### src/rtl/im_loader.sv
// Instruction-memory loader: takes 32-bit words over a valid/ready stream and
// writes each one as four big-endian byte writes into the byte-wide IM.
module im_loader #(
  parameter int ADDR_W    = 10,
  parameter int MEM_BYTES = 1024,
  parameter int CNT_W     = 9
) (
  input  logic              clk,
  input  logic              rst_n,
  input  logic              start,
  input  logic [ADDR_W-1:0] base_addr,
  input  logic [CNT_W-1:0]  word_count,
  input  logic              in_valid,
  input  logic [31:0]       in_data,
  output logic              in_ready,
  output logic              we,
  output logic [ADDR_W-1:0] waddr,
  output logic [7:0]        wdata,
  output logic              busy,
  output logic              done,
  output logic              err
);

  localparam int SUM_W = ADDR_W + CNT_W + 1;

  typedef enum logic [1:0] {IDLE, WAIT_WORD, WRITE, DONE} state_t;

  state_t            state, state_d;
  logic [ADDR_W-1:0] ptr;
  logic [CNT_W-1:0]  remaining;
  logic [1:0]        idx;
  logic [31:0]       word;
  logic [SUM_W-1:0]  end_addr;
  logic              range_bad;

  // Wide enough that base + 4*count can never wrap.
  assign end_addr  = SUM_W'(base_addr) + (SUM_W'(word_count) << 2);
  assign range_bad = (base_addr[1:0] != 2'b00) || (end_addr > SUM_W'(MEM_BYTES));

  always_ff @(posedge clk or negedge rst_n) begin
    if (!rst_n) state <= IDLE;
    else        state <= state_d;
  end

  always_comb begin
    state_d = state;
    case (state)
      IDLE:      if (start) state_d = (range_bad || word_count == '0) ? DONE : WAIT_WORD;
      WAIT_WORD: if (in_valid) state_d = WRITE;
      WRITE:     if (idx == 2'd3) state_d = (remaining == CNT_W'(1)) ? DONE : WAIT_WORD;
      DONE:      state_d = IDLE;
      default:   state_d = IDLE;
    endcase
  end

  // Outputs are flops decoded from the next state, so they change on the same
  // edge as the state and nothing combinational reaches the ports.
  always_ff @(posedge clk or negedge rst_n) begin
    if (!rst_n) begin
      in_ready  <= 1'b0;
      we        <= 1'b0;
      busy      <= 1'b0;
      done      <= 1'b0;
      err       <= 1'b0;
      waddr     <= '0;
      wdata     <= '0;
      ptr       <= '0;
      remaining <= '0;
      idx       <= '0;
      word      <= '0;
    end else begin
      in_ready <= (state_d == WAIT_WORD);
      we       <= (state_d == WRITE);
      busy     <= (state_d != IDLE);
      done     <= (state_d == DONE);
      case (state)
        IDLE: if (start) begin
          err <= range_bad;
          if (!range_bad) begin
            ptr       <= base_addr;
            remaining <= word_count;
          end
        end
        WAIT_WORD: if (in_valid) begin
          // Byte 0 goes out next cycle; the rest wait in a left-shifting word.
          wdata <= in_data[31:24];
          word  <= {in_data[23:0], 8'h00};
          waddr <= ptr;
          idx   <= 2'd0;
        end
        WRITE: if (idx != 2'd3) begin
          idx   <= idx + 2'd1;
          waddr <= waddr + ADDR_W'(1);
          wdata <= word[31:24];
          word  <= word << 8;
        end else begin
          ptr       <= ptr + ADDR_W'(4);
          remaining <= remaining - CNT_W'(1);
        end
        default: ;
      endcase
    end
  end

endmodule

### config.mk
export PLATFORM = sky130hd
export DESIGN_NAME = im_loader
export DESIGN_NICKNAME = d
export VERILOG_FILES = /design/src/rtl/im_loader.sv
export SDC_FILE = /design/constraint.sdc
export NUM_CORES = 1
export LEC_CHECK = 0
export BUFFER_PORTS_ARGS = -buffer_cell sky130_fd_sc_hd__buf_4
export CAP_MARGIN = 30
export CORE_MARGIN = 3
export CORE_UTILIZATION = 59
export CTS_CLUSTER_SIZE = 14
export DETAILED_ROUTE_END_ITERATION = 8
export PLACE_DENSITY = 0.88
export SLEW_MARGIN = 5
export SYNTH_ARGS = -nofsm -noshare
export SYNTH_HDL_FRONTEND = slang
export SYNTH_SLANG_ARGS = --single-unit
### constraint.sdc
create_clock -name clk -period 2.75 [get_ports clk]
set_input_delay 0.1375 -clock clk [delete_from_list [all_inputs] [get_ports clk]]
set_output_delay 0.1375 -clock clk [all_outputs]
set_load 0.1 [all_outputs]
[Word level (Yosys, flattened, before mapping)]
Cells that the tools add are included.
Cells by class
  add/sub/neg operators: 5
  mux-type cells: 26
  equality and inequality tests: 14
  reduce and logical (&&, ||, !) cells: 11
  $lt $le $gt $ge: 1
Operators by type and width (number)
  32-bit two-way mux: 2
  32-bit one-hot mux with 2 select lines: 1
  10-bit two-way mux: 5
  10-bit one-hot mux with 2 select lines: 2
  9-bit two-way mux: 3
  9-bit one-hot mux with 2 select lines: 1
  8-bit two-way mux: 2
  8-bit one-hot mux with 2 select lines: 1
  2-bit two-way mux: 7
  10-bit by 11-bit adder with 12-bit output: 1
  12-bit by 11-bit greater-than comparator with 1-bit output, second input constant: 1
  2-bit inequality test, second input constant: 6
  10-bit by 1-bit adder with 10-bit output, second input constant: 1
  10-bit by 3-bit adder with 10-bit output, second input constant: 1
  2-bit == test, second input constant: 5
  9-bit by 1-bit == test with 1-bit output, second input constant: 1
  9-bit zero test: 1
  9-bit by 1-bit subtractor with 9-bit output, second input constant: 1
  2-bit one-hot mux with 4 select lines: 1
  2-bit nonzero test: 4
  2-bit by 1-bit == test with 1-bit output, second input constant: 2
  2-bit one-hot mux with 2 select lines: 1
  4-bit AND reduction: 1
  3-bit AND reduction: 1
  4 further kinds: 5
Word-level totals
  register bits: 78

[Longest topological paths before layout]
Gate-level depths: netlist (run 1).
  depth after elaboration: 8
  depth in mapped cells: 12
  depth with buffers taken out: 11

[Worst setup path after synthesis (run 1)]
Ideal clock, no wire load.
  kind: input-to-reg
  start point: input base_addr[2]
  end point: register ptr[2]
  path buffers: 1
  data arrival time: 2586 ps
  stages: 12
  path slack: 44 ps
  required time: 2630 ps
  path through: ha_1 inv_1 fa_1 and2b_1 o21ai_1 and4b_1 or4_4 o31ai_4 nand3_2 buf_6 or2_0 a31o_1
On the way
  cells in the longest elaborated chain, start to end: 5
  elaborated cells on any way between the ends: 8
  classes of those cells: add/sub: 1; order compare: 1; eq/ne: 1; mux: 3; reduce/logical: 2
RTL lines
  from (decl): line 11  | input logic [ADDR_W-1:0] base_addr,
  10-bit by 11-bit adder with 12-bit output: line 37  | assign end_addr = SUM_W'(base_addr) + (SUM_W'(word_count) << 2);
  12-bit by 11-bit greater-than comparator with 1-bit output: line 38  | assign range_bad = (base_addr[1:0] != 2'b00) || (end_addr > SUM_W'(MEM_BYTES));
  1-bit logical OR: line 38
  2-bit inequality test (no source line)
  4-bit AND reduction (no source line)
  to (signal assigned): line 80  | ptr <= base_addr;
  to (signal assigned): line 97  | ptr <= ptr + ADDR_W'(4);
  to (decl): line 29  | logic [ADDR_W-1:0] ptr;
Several ways; a longest one is shown, not always the timed one. The select of a mux whose other input is x is not followed.
A chain may end at the register's enable or synchronous reset.

[Final worst setup path (run 1)]
  start point: input word_count[0]
  end point: register ptr[7]
On the way
  cells in the longest elaborated chain, start to end: 5
RTL lines
  from (decl): line 12  | input logic [CNT_W-1:0] word_count,
  10-bit by 11-bit adder with 12-bit output: line 37
  12-bit by 11-bit greater-than comparator with 1-bit output: line 38
  1-bit logical OR: line 38
  2-bit inequality test (no source line)
  4-bit AND reduction (no source line)
Every way passes these cells.

==> results.md, run 1 <==
- The flow ran to the end, and the final reports show no timing, DRC or antenna violations.
- After synthesis the netlist holds a flip-flop and latch count of 70.
- Setup repair after global routing left no endpoint under its margin.
- The area enclosed by the die boundary is 7540 sq um.
- The synthesized instance count is 437.
- The area growth from synthesis to layout is 23.1%.
- In this run the count of I/O pins placed on the die edge is 78.
- On the critical path the largest part of the delay comes from simple AND/OR/NAND/NOR gates.
- Data on the critical path arrives at its endpoint at 2770 ps.
- The post-detailed-route count of antenna-violating nets is 0.
- The maximum buffer depth of the clock tree is 2.
- Walking the worst path, the cells encountered are buf_4, ha_1, inv_1, fa_1, and2b_1, o21ai_1, and4b_1, or4_4, o31ai_4, nand3_2, buf_4, o221a_1.
- Summed over all layers, the global routing overflow is 0.
- The cell sitting at the root of the clock tree is a clkbuf_8.
- Dividing the detail-routed via count by the number of cells gives 6.32.
- For this run, design rule violations remaining after detail routing come to 0.
- The final layout net count is 586.
- The number of vias after detailed routing is 3,765.
- The global router's overall resource usage is 28.8%.
- The kind of critical path is in2reg.
- The worst-case IR drop observed on VDD is 0.00128 V.
- The later pin in the worst-skew pair is clocked with a latency of 350 ps.
- The most used flip-flop cell after synthesis is dfrtp_1.
- The setup TNS after final layout is 0 ps.
- The H-tree was split into 3 levels.
- For this run, asynchronously set or reset flops after synthesis account for 100%.
- The mean instance size in the synthesized netlist is 8.82 sq um.
- Of the synthesized area, sequential elements account for 45.4%.
- The wire-length estimate of the detail-placed layout is 7190 um.
- The number of global-route vias before repair is 3,584.
- The total detailed-routing wirelength is 10,400 um.
- In the final layout, the share of cells above drive strength 1 is 22.3%.
- Setup slack on the critical path of the routed design comes to 207 ps.
- At the pin with the least slew margin, the transition time is 923 ps.
- The final number of max-transition violations is 0.
- Max-cap violations in this run came to 0.
- Measured along the x axis, the die boundary spans 86.8 um.
- The peak clock frequency supported by timing is 393 MHz.
- The worst setup skew after layout is 10.5 ps.
- The first global-routing pass estimated 17,100 um of wire.
- The fraction of post-synthesis cell area in the top cell type by area is 45.4%.
- The number of library cell types mapped by synthesis is 56.
- The clock net in this run drives a total of 70 sinks.
- In the final routed layout, each cell accounts on average for 17.4 um.
- The nature of the critical path startpoint is an input port.
- The floorplan step defined a core boundary enclosing 6130 sq um.
- The tightest slew margin relative to the limit is 38.3%.
- The design draws 6.21 mW.
- The most prevalent standard cell on the critical path is buf_4.
- The final cell area excluding filler cells is 4750 sq um.
- Entering global routing, the biggest net connects 71 pins.
- In this run the static leakage power is 2.20 nW.
- The number of antenna repair diodes is 0.
- The die height is 86.8 um.
- During placement, the flow inserted port buffers numbering 77.
- The largest fanout on the critical path is 11.
- At the worst endpoint, the required time is 2980 ps.
- For flop-to-flop paths, the worst setup slack is 490 ps.
- The type of the tightest min-delay check is in2reg.
- The count of final hold-check violations is 0.
- TritonCTS created 9 clock buffers.
- During synthesis, Yosys emitted a total of 0 warnings.
- Clock-pin slew was measured on the worst setup and hold paths at 80 ps.
- Yosys mapped a number of flops with a built-in enable equal to 0.
- The number of antenna violations at the first check in global routing is 0.
- The post-synthesis net count is 506.
- The netlist area before placement is 3860 sq um.
- The slowest stage of the critical path belongs to the cell or4_4.
- The type of element capturing the critical path is a register.
- The violation count after the first detailed-route iteration is 390.
- By area the synthesized netlist is led by dfrtp_1, nand2_1, a31oi_1.
- Of the available clock period, the critical path in the final layout requires 92.5%.
- TritonCTS built the clock tree.
- The number of placement rows is 28.
- The congestion estimate from routability-driven global placement came to 0.899.
- Once placement finished, the instance area stood at 4540 sq um.
- The critical path contains buffers and inverters numbering 3 combined.
- The final setup violation count is 0.
- Among all cell types in the netlist, the one instantiated most often is nand2_1.
- The minimum hold slack is 14.8 ps.
- The clock period could shrink to 2540 ps.
- The post-placement worst setup slack is -120 ps.
- By count the netlist is led by nand2_1, dfrtp_1, nor2_1.
- The total power divided by cell area is 1310 nW/um^2.
- The first detailed-routing pass took 7 iterations.
- The delay contributed by the slowest stage of the critical path is 520 ps.
- The starting density of the core is 62.9%.
- Summed over all instances, the cell type with the most area after synthesis is dfrtp_1.
layout make-up:
cell class | count | area (sq um)
timing repair buffer | 94 | 708
sequential | 70 | 1750
clock buffer | 10 | 138
clock inverter | 5 | 58.8
tap | 75 | 93.8
fill | 423 | 1380
multi-input combinational | 330 | 1950
inverter | 12 | 45.0
placed cells by master, fill, tap and decap left out, types with 10 or more instances in the layout:
cell / synthesis / final
buf_4: 1 / 93
nand2_1: 77 / 77
dfrtp_1: 70 / 70
nor2_1: 48 / 48
a31oi_1: 29 / 29
a21oi_1: 23 / 23
nand3_1: 19 / 19
o21ai_0: 13 / 13
o221a_1: 13 / 13
ha_1: 13 / 13
o21ai_1: 12 / 12
inv_1: 11 / 11
and3_1: 10 / 10
clkbuf_8: 0 / 10
per-stage QoR:
| stage | std cells | util (%) |
|---|---|---|
| 2_1_floorplan | 437 | - |
| 3_3_place_gp | 580 | 74.1 |
| 3_5_place_dp | 580 | 74.1 |
| 4_1_cts | 596 | 77.4 |
| 5_1_grt | 596 | 77.4 |
| 6_report | 596 | 77.4 |
where the power goes:
group	switching [mW]	internal [mW]	total (mW)
sequential	0.410	1.51	1.92
combinational	2.47	0.984	3.45
clock	0.406	0.440	0.846
total	3.28	2.93	6.21
worst register-to-register path, cell delays in order, from the launching register on:
cell	delay [ps]
dfrtp_1	400
ha_1	450
nor2_1	220
nor2_1	80
inv_2	670
nor2_1	120
a31oi_1	230
routing by layer:
metal	vias to the layer above	routed length, um	share of wire (%)	track usage, %
li1	1736	-	-	-
met1	1818	4340	42	40.6
met2	185	4990	48	45.9
met3	26	781	7.5	3.71
met4	0	243	2.3	10.1
met5	-	0	0	0
timing repair:
item	CTS	global route
hold endpoints to repair	70	0
setup buffers	0	0
hold buffers	1	0
resized for setup	0	0
state kept, by name, summed over array words and instances, names as in the netlist, 2 cells and up:
name,cells
idx,2
word,24
wdata,8
ptr,10
waddr,10
remaining,9
state,2
final timing paths:
kind                                     from  endpoint  depth (start not counted)
worst max-delay path            word_count[0]    ptr[7]                         12
worst min-delay path               in_data[7]  word[15]                          2
worst max register to register         idx[0]  word[20]                          6
worst min register to register         idx[1]    idx[1]                          2
max in group asynchronous               rst_n  waddr[5]                          2
min in group asynchronous               rst_n      done                          2
cell families after synthesis:
| family | count (synthesis) | synth area share, % |
|---|---|---|
| AO/OA/AOI/OAI | 119 | 21.3 |
| XOR/XNOR | 2 | 0.454 |
| adder cells (fa/ha/maj) | 14 | 4.74 |
| buffers and inverters | 37 | 4.12 |
| flip-flops | 70 | 45.4 |
| multiplexers | 5 | 1.36 |
| AND/OR/NAND/NOR | 190 | 22.6 |
Note: power is estimated with default switching activity, not from simulation.
==> run 2, diff against run 1 <==
==> constraint.sdc (replaced) <==
create_clock -name clk -period 2.75 [get_ports clk]
set_input_delay 0.55 -clock clk [delete_from_list [all_inputs] [get_ports clk]]
set_output_delay 0.55 -clock clk [all_outputs]
set_load 0.1 [all_outputs]
==> results.md, run 2 (synthesized netlist as in run 1, its figures left out) <==
- The width of the die is 86.8 um.
- The final cell area excluding filler cells is 5000 sq um.
- The deepest level of the CTS H-tree is 3.
- The maximum buffer depth of the clock tree is 2.
- After the first detailed-routing iteration, the DRC count stood at 442.
- The checks that failed: setup timing.
- Sequential cells burn 30.7% of the power.
- The slew at the pin with the worst max-slew slack is 890 ps.
- The part of the power in combinational logic is 56.4%.
- For this run, the top clock speed supported by timing is 344 MHz.
- The area growth from synthesis to layout is 29.7%.
- The count of placed standard cells in the final layout, fillers left out is 618.
- The final critical-path share of the clock period is 106%.
- During I/O placement, the number of pins put on the boundary was 78.
- Counting the fill cells in the layout gives 372.
- The tool flagged a number of max-cap violations equal to 0.
- For the worst-skew pair, the clock arrives at the later sink with an insertion delay of 350 ps.
- For met1 alone, demand over resource in global routing was 38.5%.
- The initialized floorplan defines 28 standard-cell rows.
- The first global-routing pass estimated 17,300 um of wire.
- Input and output buffers added on the ports amount to 77.
- The type of element capturing the critical path is a register.
- The TritonCTS clock tree is yes.
- The pre-antenna-repair detailed-routing pass consisted of 5 iterations.
- The clock root buffer is clkbuf_8.
- The final weighted congestion in routability-driven placement is 0.891.
- The layer flagged by global routing as most heavily used is met2.
- Headroom to the max-slew limit came out at 40.6%.
- The post-CTS clock slew at the launch and capture registers of the worst setup and hold paths is 70 ps.
- In the final routed layout, each cell accounts on average for 17.9 um.
- After legalization and detailed placement, the total HPWL measured 7320 um.
- The type of the tightest min-delay check is in2async.
- The final number of max-transition violations was 0.
- The clock buffer count from CTS is 9.
- The standby leakage power is 2.32 nW.
- The final layout contains routed wiring with a total length of 11,100 um.
- The arrival time of data at the critical path endpoint is 3140 ps.
- The area enclosed by the die boundary is 7540 sq um.
- The total core area is 6130 sq um.
- The internal portion of the total power is 2.96 mW.
- Once detail routing completed, the nets flagged for antenna violations numbered 0.
- The total power divided by cell area is 1250 nW/um^2.
- The count of final hold-check violations is 0.
- The library cell used most frequently in the layout, excluding fill and tap cells, is buf_4.
- The critical path is of the in2reg type.
- Global routing consumed, on the met3 layer, 5.42% of the routing resources.
- The number of vias after detailed routing is 3,906.
- At the worst endpoint, the required time is 2980 ps.
- Setup repair after global routing could not meet its margin everywhere.
- Ranked by flip-flop count, first place goes to word.
- Across the VDD grid, the largest voltage drop is 0.00128 V.
- For this design, the CTS-stage hold fixing added 0 buffers.
- The final worst setup slack is -159 ps.
- The largest fanout on the critical path is 3.
- The met2 capacity usage during global routing is 47.3%.
- Once placement finished, the instance area stood at 4690 sq um.
- STA classifies the critical path startpoint as an input port.
- The flow ran to the end, but the final reports show violations.
- In the global route stage, overall resource usage came out at 29.3%.
- The final layout contains 607 nets.
- The number of flip-flops in the largest register is 24.
- The largest registers in the layout are word: 24 flops, ptr: 10 flops, waddr: 10 flops.
- After detailed routing, the number of remaining DRC violations is 0.
- The die height is 86.8 um.
- The number of antenna violations at the first check in global routing is 0.
- CTS saw 70 sinks.
- Per report_power, the clock group accounts for 12.8% of the total.
- The share of total power consumed by net switching is 52.8%.
- Clock skew on the completed layout was measured at 12.0 ps.
- The number of global-route vias before repair is 3,646.
- The share of post-route cells with drive strength above 1 is 28.2%.
- The number of antenna repair diodes is 0.
- The total overflow reported by the global router is 0.
- The pin count of the biggest net entering global routing is 71.
- The final setup violation count is 20.
- The net switching power is 3.31 mW.
- The count of placed standard cells including taps is 596.
- The via density per instance is 6.32.
- The initial utilization of the core area, before any placement, comes to 62.9%.
- Counting I/O delays and the setup requirement, the final critical path takes 2910 ps.
- The setup TNS after final layout is -1280 ps.
- In the layout the commonest cells are buf_4, nand2_1, dfrtp_1.
[run 2: changes by cell type in the layout (fill, tap and decap cells not counted), moves of 2 or more]
cell,before,now
buf_6,0,2
o21ai_2,0,2
clkinv_2,1,3
o21ai_1,12,10
buf_4,93,111
[run 2: metal layers]
layer	wire length [um]	vias up
li1	-	1790
met1	4350	1869
met2	5500	207
met3	856	40
met4	359	0
met5	0	-
[run 2: final cells by class]
class / instances / area, sq um / area share, %
clock buffers: 10 / 128 / 2.55
multi-input cells: 330 / 2030 / 40.6
well taps: 75 / 93.8 / 1.88
inverters: 12 / 45.0 / 0.901
clock inverters: 6 / 61.3 / 1.23
flip-flops and latches: 70 / 1750 / 35.0
repair buffers: 115 / 891 / 17.8
[run 2: final timing paths]
kind                               startpoint       end  slack, ps  cells after the start
worst min register to register         idx[1]    idx[1]        480                      2
min in group clk                   in_data[1]   word[9]        420                      2
worst min-delay path                    rst_n  state[0]        310                      1
worst max-delay path            word_count[0]    ptr[3]       -160                     14
worst max register to register         idx[0]  waddr[3]        520                      7
max in group asynchronous               rst_n    idx[0]       1870                      1
[run 2: critical path, stage by stage]
cell,delay [ps]
buf_8,80
ha_4,130
inv_2,40
fa_2,350
and2b_2,260
o21ai_2,60
and4b_1,180
or4_4,490
o31ai_4,290
buf_4,170
buf_4,110
and3_1,230
a21oi_1,90
o21a_1,100
[run 2: power groups by stage]
stage / combinational [mW] / sequential, mW / clock, mW
2_1_floorplan: 1.54 / 2.95 / 0
3_3_place_gp: 3.35 / 1.88 / 0
3_5_place_dp: 3.45 / 1.92 / 0
4_1_cts: 3.50 / 1.90 / 0.811
5_1_grt: 3.80 / 1.98 / 0.849
6_report: 3.54 / 1.93 / 0.803
[run 2: metrics by stage]
stage	power, mW	util, %	setup slack [ps]	hold slack [ps]
2_1_floorplan	4.50	-	-293	254
3_3_place_gp	5.23	76.5	-386	455
3_5_place_dp	5.37	76.5	-451	467
4_1_cts	6.21	80.7	-86.6	343
5_1_grt	6.63	81.6	-210	387
6_report	6.26	81.6	-159	311
[run 2: timing repair]
item / 4_1_cts / 5_1_grt
setup buffers: 5 / 1
resized for setup: 8 / 10
endpoints found under the setup margin: 16 / 23
pin swaps: 10 / 9
==> run 3, diff against run 2 <==
Settings changed: CORE_UTILIZATION 59 to 55, PLACE_DENSITY 0.88 to 0.83, SETUP_SLACK_MARGIN from default to 0.3.
Clock period 2.75 ns to 3.3 ns, I/O delays scaled along.
==> results.md, run 3 (synthesized netlist as in run 1, its figures left out) <==
- STA classifies the critical path endpoint as a register.
- The register containing the most flip-flops in the final layout is word.
- After detailed placement, the total cell area comes to 4620 sq um.
- Between clock sinks in the finished design, the worst skew comes to 10.2 ps.
- The violation count after the first detailed-route iteration is 278.
- The design draws 5.16 mW.
- The arrival time of data at the critical path endpoint is 3240 ps.
- The worst setup path is of the in2reg kind.
- The final layout net count is 591.
- With fillers left out, the area of the finished cells amounts to 4890 sq um.
- The worst pin sits at a relative slew slack of 42.0%.
- The area growth from synthesis to layout is 26.9%.
- On the critical path the largest part of the delay comes from simple AND/OR/NAND/NOR gates.
- The flow ran to the end, and the final reports show no timing, DRC or antenna violations.
- At the end of routability-driven placement, the weighted congestion stood at 0.894.
- The global-route wire length before repair is 17,000 um.
- In this run the count of I/O pins placed on the die edge is 78.
- For this block, the routed nets add up to 10,300 um of wire.
- The die covers 8050 sq um.
- Setup violations remaining at the end of the flow were counted as 0.
- After detailed routing, the average wire length per cell comes to 16.6 um.
- For the worst setup path, the data required time is 3550 ps.
- The clock tree synthesis step divided the H-tree into 3 levels.
- The most common library cell in the layout ignoring fill and taps is buf_4.
- Once the floorplan was initialized, standard cells occupied 58.7% of the core.
- The slowest stage of the critical path is the or4_4 cell.
- For the worst-skew pair, the clock arrives at the later sink with an insertion delay of 360 ps.
- The top cell types in the final layout, fill and taps aside, are buf_4, nand2_1, dfrtp_1.
- The detailed-router iteration count before antenna repair is 5.
- Buffers inserted during clock tree synthesis total 9.
- IR analysis of the VDD net gives a maximum drop of 0.000454 V.
- The number of global-route vias before repair is 3,398.
- The count of buffers added on input and output ports is 77.
- The max-capacitance violation count is 0.
- The standby leakage power is 2.24 nW.
- Clock-pin slew was measured on the worst setup and hold paths at 80 ps.
- Of all nets on the critical path, the largest fanout is 8.
- The number of flip-flops in the largest register is 24.
- The count of final hold-check violations is 0.
- The nature of the critical path startpoint is an input port.
- The number of placement rows is 29.
- The TritonCTS clock tree is yes.
- The global router's overall resource usage is 25.9%.
- The post-detailed-route count of antenna-violating nets is 0.
- The width of the die is 89.7 um.
- The number of antenna violations at the first check in global routing is 0.
- In the final layout, the registers with the most flip-flops are word: 24 flops, ptr: 10 flops, waddr: 10 flops.
- The clock root buffer is clkbuf_8.
- The final critical-path required period is 2990 ps.
- The signal on the critical path passes through buf_8, ha_4, inv_2, fa_2, and2b_2, o2111ai_2, a21oi_2, or4_4, o31ai_4, nand3_4, or2_0, a31o_1.
- The total overflow left after global routing is 0.
- The total number of clock tree sinks is 70.
- Setup repair after global routing could not meet its margin everywhere.
- The delay contributed by the slowest stage of the critical path is 540 ps.
- Dividing the detail-routed via count by the number of cells gives 5.92.
- The floorplan step set the die height to 89.7 um.
- The pin count of the biggest net entering global routing is 71.
- Cells with a size suffix above 1 make up 25.2% of the layout.
- The slew at the pin with the worst max-slew slack is 870 ps.
- The number of design rule violations left after detail routing is 0.
- Static timing analysis puts the maximum clock frequency at 334 MHz.
- The clock passes through at most 2 buffers.
- The total core area is 6570 sq um.
- Summing over every cut layer, the via total after detailed routing is 3,672.
- The final number of max-transition violations is 0.
- The repair_antennas step left the layout with diodes totalling 0.
- For this design the ratio of total power to cell area is 1060 nW/um^2.
- In this run the worst hold path is classified as in2async.
- The number of hold-repair buffers added at the cts stage is 0.
- Counting both buffers and inverters, the worst setup path holds a total of 2.
- Dividing the final minimum period by the clock period gives 90.6%.
- Detailed placement ended at an HPWL of 7370 um.
## run 3: cell types whose count changed in the layout (fill, tap and decap cells not counted), moves of 2 or more
cell,delta
buf_4,-19
buf_6,+3
clkinvlp_4,+2
clkinv_2,-2
## run 3: area by class of cell
cell class / count / area (sq um)
multi-input combinational: 330 / 2010
sequential: 70 / 1750
fill: 488 / 1680
timing repair buffer: 99 / 782
clock buffer: 10 / 138
tap: 93 / 116
clock inverter: 6 / 45.0
inverter: 12 / 45.0
## run 3: metrics by stage
stage	setup slack [ps]	setup TNS, ps	std cells	util [%]	hold WS (ps)
after floorplan	147	0	437	-	364
after global placement	-44.1	-496	602	70.4	456
after detailed placement	-92.5	-1070	602	70.4	487
after CTS	308	0	618	73.3	456
after global routing	260	0	620	74.5	477
final	309	0	620	74.5	408
## run 3: worst register-to-register path: stages, from the launching register on
cell      delay [ps]
dfrtp_1          370
ha_1             440
nor2_1           120
nor2_1           190
buf_4            300
o311ai_1         200
nor2_1           230
and2_1           170
## run 3: what timing repair did
action,4_1_cts,5_1_grt
gates resized for setup,1,15
setup endpoints to repair,13,17
pin swaps,0,10
setup buffers,0,2
## run 3: final timing paths
path,start,endpoint,slack (ps),depth (start not counted)
max,base_addr[2],ptr[2],310,12
min,rst_n,we,410,1
max reg2reg,idx[0],in_ready,1240,7
min reg2reg,idx[1],idx[1],500,2
max in group asynchronous,rst_n,word[14],2320,1
min in group clk,idx[1],idx[1],500,2
## run 3: routing by layer
layer	global-route usage, %	part of all wire (%)	vias up
li1	-	-	1756
met1	35.2	43	1764
met2	41.0	49	136
met3	6.34	6.4	16
met4	8.43	1.8	0
met5	0	0	-
## run 3: power breakdown
group | switching [mW] | internal [mW] | leakage [nW]
registers | 0.333 | 1.26 | 0.859
clock network | 0.356 | 0.295 | 0.0849
logic | 2.05 | 0.871 | 1.30
